## config.mk

```make
export PLATFORM = sky130hd
export DESIGN_NAME = tbird_tail_light
export DESIGN_NICKNAME = d
export VERILOG_FILES = /design/src/rtl/tbird_tail_light.sv
export SDC_FILE = /design/constraint.sdc
export NUM_CORES = 1
export LEC_CHECK = 0
export ABC_CLOCK_PERIOD_IN_PS = 2350
export CAP_MARGIN = 10
export CELL_PAD_IN_SITES_DETAIL_PLACEMENT = 0
export CELL_PAD_IN_SITES_GLOBAL_PLACEMENT = 2
export CORE_MARGIN = 2
export CORE_UTILIZATION = 35
export CTS_CLUSTER_DIAMETER = 40
export CTS_CLUSTER_SIZE = 10
export DETAILED_ROUTE_END_ITERATION = 6
export PLACE_DENSITY = 0.92
export SETUP_SLACK_MARGIN = 0.02
export SLEW_MARGIN = 10
export SYNTH_ARGS = -nofsm -noshare
export SYNTH_HDL_FRONTEND = slang
export SYNTH_SLANG_ARGS = --single-unit
```

## constraint.sdc

```tcl
create_clock -name ADC_CLK_10 -period 2.35 [get_ports ADC_CLK_10]
set_input_delay 0.47 -clock ADC_CLK_10 [delete_from_list [all_inputs] [get_ports ADC_CLK_10]]
set_output_delay 0.47 -clock ADC_CLK_10 [all_outputs]
set_load 0.01 [all_outputs]
```

## src/rtl/tbird_tail_light.sv

```systemverilog
// Thunderbird tail-light sequencer: prescaled step tick drives a
// Moore FSM for left, right and hazard lamp patterns, code on HEX0.
//   ADC_CLK_10 : board clock
//   KEY[0]     : async reset, active-low; KEY[1]: pause, active-low
//   SW[1:0]    : mode (00 off, 01 left, 10 right, 11 hazard)
//   LEDR       : lamps LC LB LA at 9:7, RA RB RC at 2:0
//   HEX0       : state code digit, active-low, dp off
module tbird_tail_light #(
   parameter int DIV = 2_500_000
) (
   input  logic       ADC_CLK_10,
   input  logic [1:0] KEY,
   input  logic [9:0] SW,
   output logic [7:0] HEX0,
   output logic [9:0] LEDR
);

   localparam int CW = $clog2(DIV);
   localparam logic [CW-1:0] LAST = CW'(DIV - 1);

   typedef enum logic [2:0] {
      IDLE = 3'd0,
      L1   = 3'd1,
      L2   = 3'd2,
      L3   = 3'd3,
      R1   = 3'd4,
      R2   = 3'd5,
      R3   = 3'd6,
      LR3  = 3'd7
   } state_t;

   logic          arst_n;
   logic [1:0]    rst_sync;
   logic          rst_n;
   logic [1:0]    mode_s1;
   logic [1:0]    mode;
   logic          run_s1;
   logic          run;
   logic [CW-1:0] cnt;
   logic          tick;
   logic          haz;
   state_t        state;
   state_t        nxt;
   logic [2:0]    left;
   logic [2:0]    right;
   logic          unused_sw;

   assign arst_n    = KEY[0];
   assign unused_sw = ^SW[9:2];

   // Reset asserts at once, releases two edges after KEY[0] rises.
   always_ff @(posedge ADC_CLK_10 or negedge arst_n) begin
      if (!arst_n) rst_sync <= 2'b00;
      else         rst_sync <= {rst_sync[0], 1'b1};
   end

   assign rst_n = rst_sync[1];

   always_ff @(posedge ADC_CLK_10 or negedge rst_n) begin
      if (!rst_n) begin
         mode_s1 <= 2'b00;
         mode    <= 2'b00;
         run_s1  <= 1'b1;
         run     <= 1'b1;
      end else begin
         mode_s1 <= SW[1:0];
         mode    <= mode_s1;
         run_s1  <= KEY[1];
         run     <= run_s1;
      end
   end

   always_ff @(posedge ADC_CLK_10 or negedge rst_n) begin
      if (!rst_n)
         cnt <= '0;
      else if (run)
         cnt <= (cnt == LAST) ? '0 : cnt + 1'b1;
   end

   assign tick = run && (cnt == LAST);
   assign haz  = (mode == 2'b11);

   always_ff @(posedge ADC_CLK_10 or negedge rst_n) begin
      if (!rst_n) state <= IDLE;
      else        state <= nxt;
   end

   always_comb begin
      nxt = state;
      if (tick) begin
         unique case (state)
            IDLE: begin
               unique case (mode)
                  2'b01:   nxt = L1;
                  2'b10:   nxt = R1;
                  2'b11:   nxt = LR3;
                  default: nxt = IDLE;
               endcase
            end
            L1:      nxt = haz ? LR3 : L2;
            L2:      nxt = haz ? LR3 : L3;
            L3:      nxt = haz ? LR3 : IDLE;
            R1:      nxt = haz ? LR3 : R2;
            R2:      nxt = haz ? LR3 : R3;
            R3:      nxt = haz ? LR3 : IDLE;
            default: nxt = IDLE;
         endcase
      end
   end

   // left = {LC,LB,LA}, right = {RA,RB,RC}
   always_comb begin
      left  = 3'b000;
      right = 3'b000;
      HEX0  = 8'hC0;
      unique case (state)
         L1:  begin left  = 3'b001; HEX0 = 8'hF9; end
         L2:  begin left  = 3'b011; HEX0 = 8'hA4; end
         L3:  begin left  = 3'b111; HEX0 = 8'hB0; end
         R1:  begin right = 3'b100; HEX0 = 8'h99; end
         R2:  begin right = 3'b110; HEX0 = 8'h92; end
         R3:  begin right = 3'b111; HEX0 = 8'h82; end
         LR3: begin
            left  = 3'b111;
            right = 3'b111;
            HEX0  = 8'hF8;
         end
         default: begin
            left  = 3'b000;
            right = 3'b000;
            HEX0  = 8'hC0;
         end
      endcase
   end

   assign LEDR = {left, 4'b0000, right};

endmodule

```

==> results.md <==
* Initial DRC Count at 50
* Comb power frac at 0.124
* Placed Cells incl. Taps at 260
* Fin nets at 214
* First drt pass iteration count at 4
* Non-filler instance count after layout at 268
* Die Span Y at 74.2 um
* CTS tree: done
* Switch Pwr at 0.000364 W
* Number of diodes at 0
* Slew @ Worst Pin at 0.608 ns
* I/O pin count at 31
* # Post-CTS Setup Buffers at 0
* CTS Buf Count at 5
* Largest net degree at the start of global routing at 18
* Async set-reset flop share out of synthesis at 1.00
* Area growth syn-to-layout at 21.3%
* Synth Cell Area at 1720 um2
* CTS clk-pin slew, worst paths at 0.06 ns
* Synth cell types at 45
* Main synth FF type: dfrtp_1
* Post-synth EDFFs at 0
* Drc violations at 0
* Worst VDD drop at 0.000469 V
* Critical path arrival at 1.69 ns
* Status: finished, final reports clean
* Critical path class: flop to output pin
* CTS root buf: clkbuf_8
* Vias at 1318
* Sequential fraction of design power at 0.529
* Buffer depth of the longest clock path at 2
* Full die area at 5500 um2
* # H-tree levels at 2
* Unrepaired setup endpoints after global routing: no
* Global-route wire length before repair at 6000 um
* Port Buffer Count at 17
* Power Density at 635 nW/um2
* Layout Skew at 0.00626 ns
* Crit-path max FO at 8
* Switch share at 0.274
* Clk_lat worst skew at 0.28 ns
* Startpoint Class: flop
* Syn_area_per_cell at 9.80 um2
* Sink Count at 33
* Gpl congestion at 0.765
* Antenna-violating nets left at 0
* Die W at 74.2 um
* Sequential fraction of the synthesis area at 0.480
* Initial core utilization at 0.365
* Setup_tns at 0 ns
* Clock group share of total power at 0.347
* Worst-path cell chain: inv_1 -> nand2_1 -> mux2i_1 -> clkdlybuf4s50_1
* Vias in the first global route at 1262
* Setup violators final at 0
* Grt ovf at 0
* Max-cap viol count at 0
* Fin crit share at 0.921
* Final Max Tran Viols at 0
* Hold Buf Count CTS at 0
* Int Pwr at 0.000964 W
* Share of layout cells above drive strength 1 at 0.159
* WL per Instance at 12.6 um
* Worst slew margin at 0.595
* Crit path time final at 2.16 ns
* Dpl hpwl at 2470 um
* Highest Clock Rate at 462 MHz
* Via density at 4.92
* Worst path slowest cell: clkdlybuf4s50_1
* Ys Warns at 0
* CP Capture Type: output pin
* #FFs+latches synth at 33
* Drt total wl at 3390 um
* Synth Instances at 176
* Lkg Pwr at 0.840 nW
* CP max stage delay at 0.55 ns
* # rows at 25
* Core region area at 4720 um2
* Req. time, crit path at 1.88 ns
* Total GRT Usage at 0.145
* Worst Hold Class: flop to async pin
* Final hold vios at 0
* Initial antenna violation count at 0
[cells in the mapped netlist (5+ instances only)]
| cell type | n | area (um2) |
|---|---|---|
| nand3_1 | 10 | 50.1 |
| a21oi_1 | 7 | 35.0 |
| dfrtp_1 | 31 | 776 |
| nand4_1 | 6 | 37.5 |
| nand2_1 | 12 | 45.0 |
| inv_1 | 9 | 33.8 |
| nor2_1 | 11 | 41.3 |
| xnor2_1 | 13 | 114 |
| buf_4 | 5 | 37.5 |
| clkbuf_1 | 5 | 18.8 |
| nor3_1 | 11 | 55.1 |
| o21ai_0 | 5 | 25.0 |
[repair_timing]
item                                    in CTS  in global routing
endpoints found under the setup margin       0                  4
gates resized for setup                      0                  3
hold endpoints to repair                     0                  0
[cells by family (layout without fill, tap and decap cells)]
| group | count (synthesis) | in the layout | share of synthesized area |
|---|---|---|---|
| buf+inv | 20 | 41 | 0.0552 |
| fa+ha+maj | 2 | 2 | 0.0131 |
| compound gates | 24 | 24 | 0.0914 |
| mux | 2 | 2 | 0.0123 |
| simple gates | 76 | 76 | 0.257 |
| xor+xnor | 17 | 17 | 0.0864 |
| flops | 33 | 33 | 0.480 |
| other cells | 2 | 6 | 0.00436 |
[stage by stage]
stage	hold slack, ns	instance area (um2)	util	power [W]	setup WS [ns]
after CTS	0.280	2090	0.442	0.00135	0.0563
final	0.251	2090	0.443	0.00133	0.187
after detailed placement	0.275	1980	0.420	0.000878	0.313
after floorplan	0.174	1740	-	0.000828	0.369
after global placement	0.278	1980	0.420	0.000870	0.315
after global routing	0.304	2090	0.443	0.00141	0.0263
[flip-flops by register name, summed over array words and instances, names as in the netlist]
name / flops
mode_s1: 2
run_s1: 1
mode: 2
run: 1
state: 3
cnt: 22
rst_sync: 2
[worst max-delay path: cells and delay by family, from the launching register on]
family                 cells  cell delay (ns)
buffers and inverters      2             0.76
multiplexers               1             0.12
AND/OR/NAND/NOR            1             0.08
flip-flops                 1             0.46
[placed cells by master (no fill, tap or decap), types with 2 or more instances in the layout]
cell type        count
conb_1               6
o31a_1               2
dfstp_2              2
xnor2_1             13
nand4_1              6
nand3_1             10
clkdlybuf4s50_1     17
and3_1               2
nor4b_1              2
dfrtp_1             29
a21oi_1              7
nor2_1              10
or3_1                4
o21ai_0              5
nor3_1              11
buf_4                7
inv_1                9
or2_2                2
o21bai_1             2
clkbuf_8             7
xor2_1               4
nor4_1               2
and2_1               3
nand2_1             12
a31o_2               3
dfrtp_2              2
[worst paths after layout]
| kind | cells past startpoint | endpoint | slack, ns | startpoint |
|---|---|---|---|---|
| max | 4 | HEX0[3] | 0.19 | state[1] |
| min | 0 | cnt[4] | 0.25 | rst_sync[1] |
| max reg2reg | 4 | state[0] | 0.29 | run |
| min reg2reg | 0 | cnt[4] | 0.25 | rst_sync[1] |
| max in group asynchronous | 1 | run | 1.37 | rst_sync[1] |
| min in group ADC_CLK_10 | 0 | mode[1] | 0.35 | mode_s1[1] |
[layer usage]
metal | vias to the layer above | global-route usage | wire length (um)
li1 | 654 | - | -
met1 | 629 | 0.200 | 1650
met2 | 31 | 0.214 | 1530
met3 | 4 | 0.0461 | 150
met4 | 0 | 0.0505 | 51
met5 | - | 0 | 0
[area by class of cell]
type | count | area [um2]
fill | 472 | 2630
sequential | 33 | 831
clock buffer | 7 | 96.3
clock inverter | 1 | 5.00
multi-input combinational | 127 | 818
timing repair buffer | 24 | 223
tap | 67 | 83.8
inverter | 9 | 33.8
[power by group through the flow]
stage	registers (W)	logic (W)	clock network, W
3_3_place_gp	0.000710	0.000160	0
3_5_place_dp	0.000712	0.000166	0
2_1_floorplan	0.000696	0.000132	0
4_1_cts	0.000703	0.000168	0.000481
5_1_grt	0.000716	0.000186	0.000506
6_report	0.000702	0.000165	0.000461
Note: power is estimated with default switching activity, not from simulation.
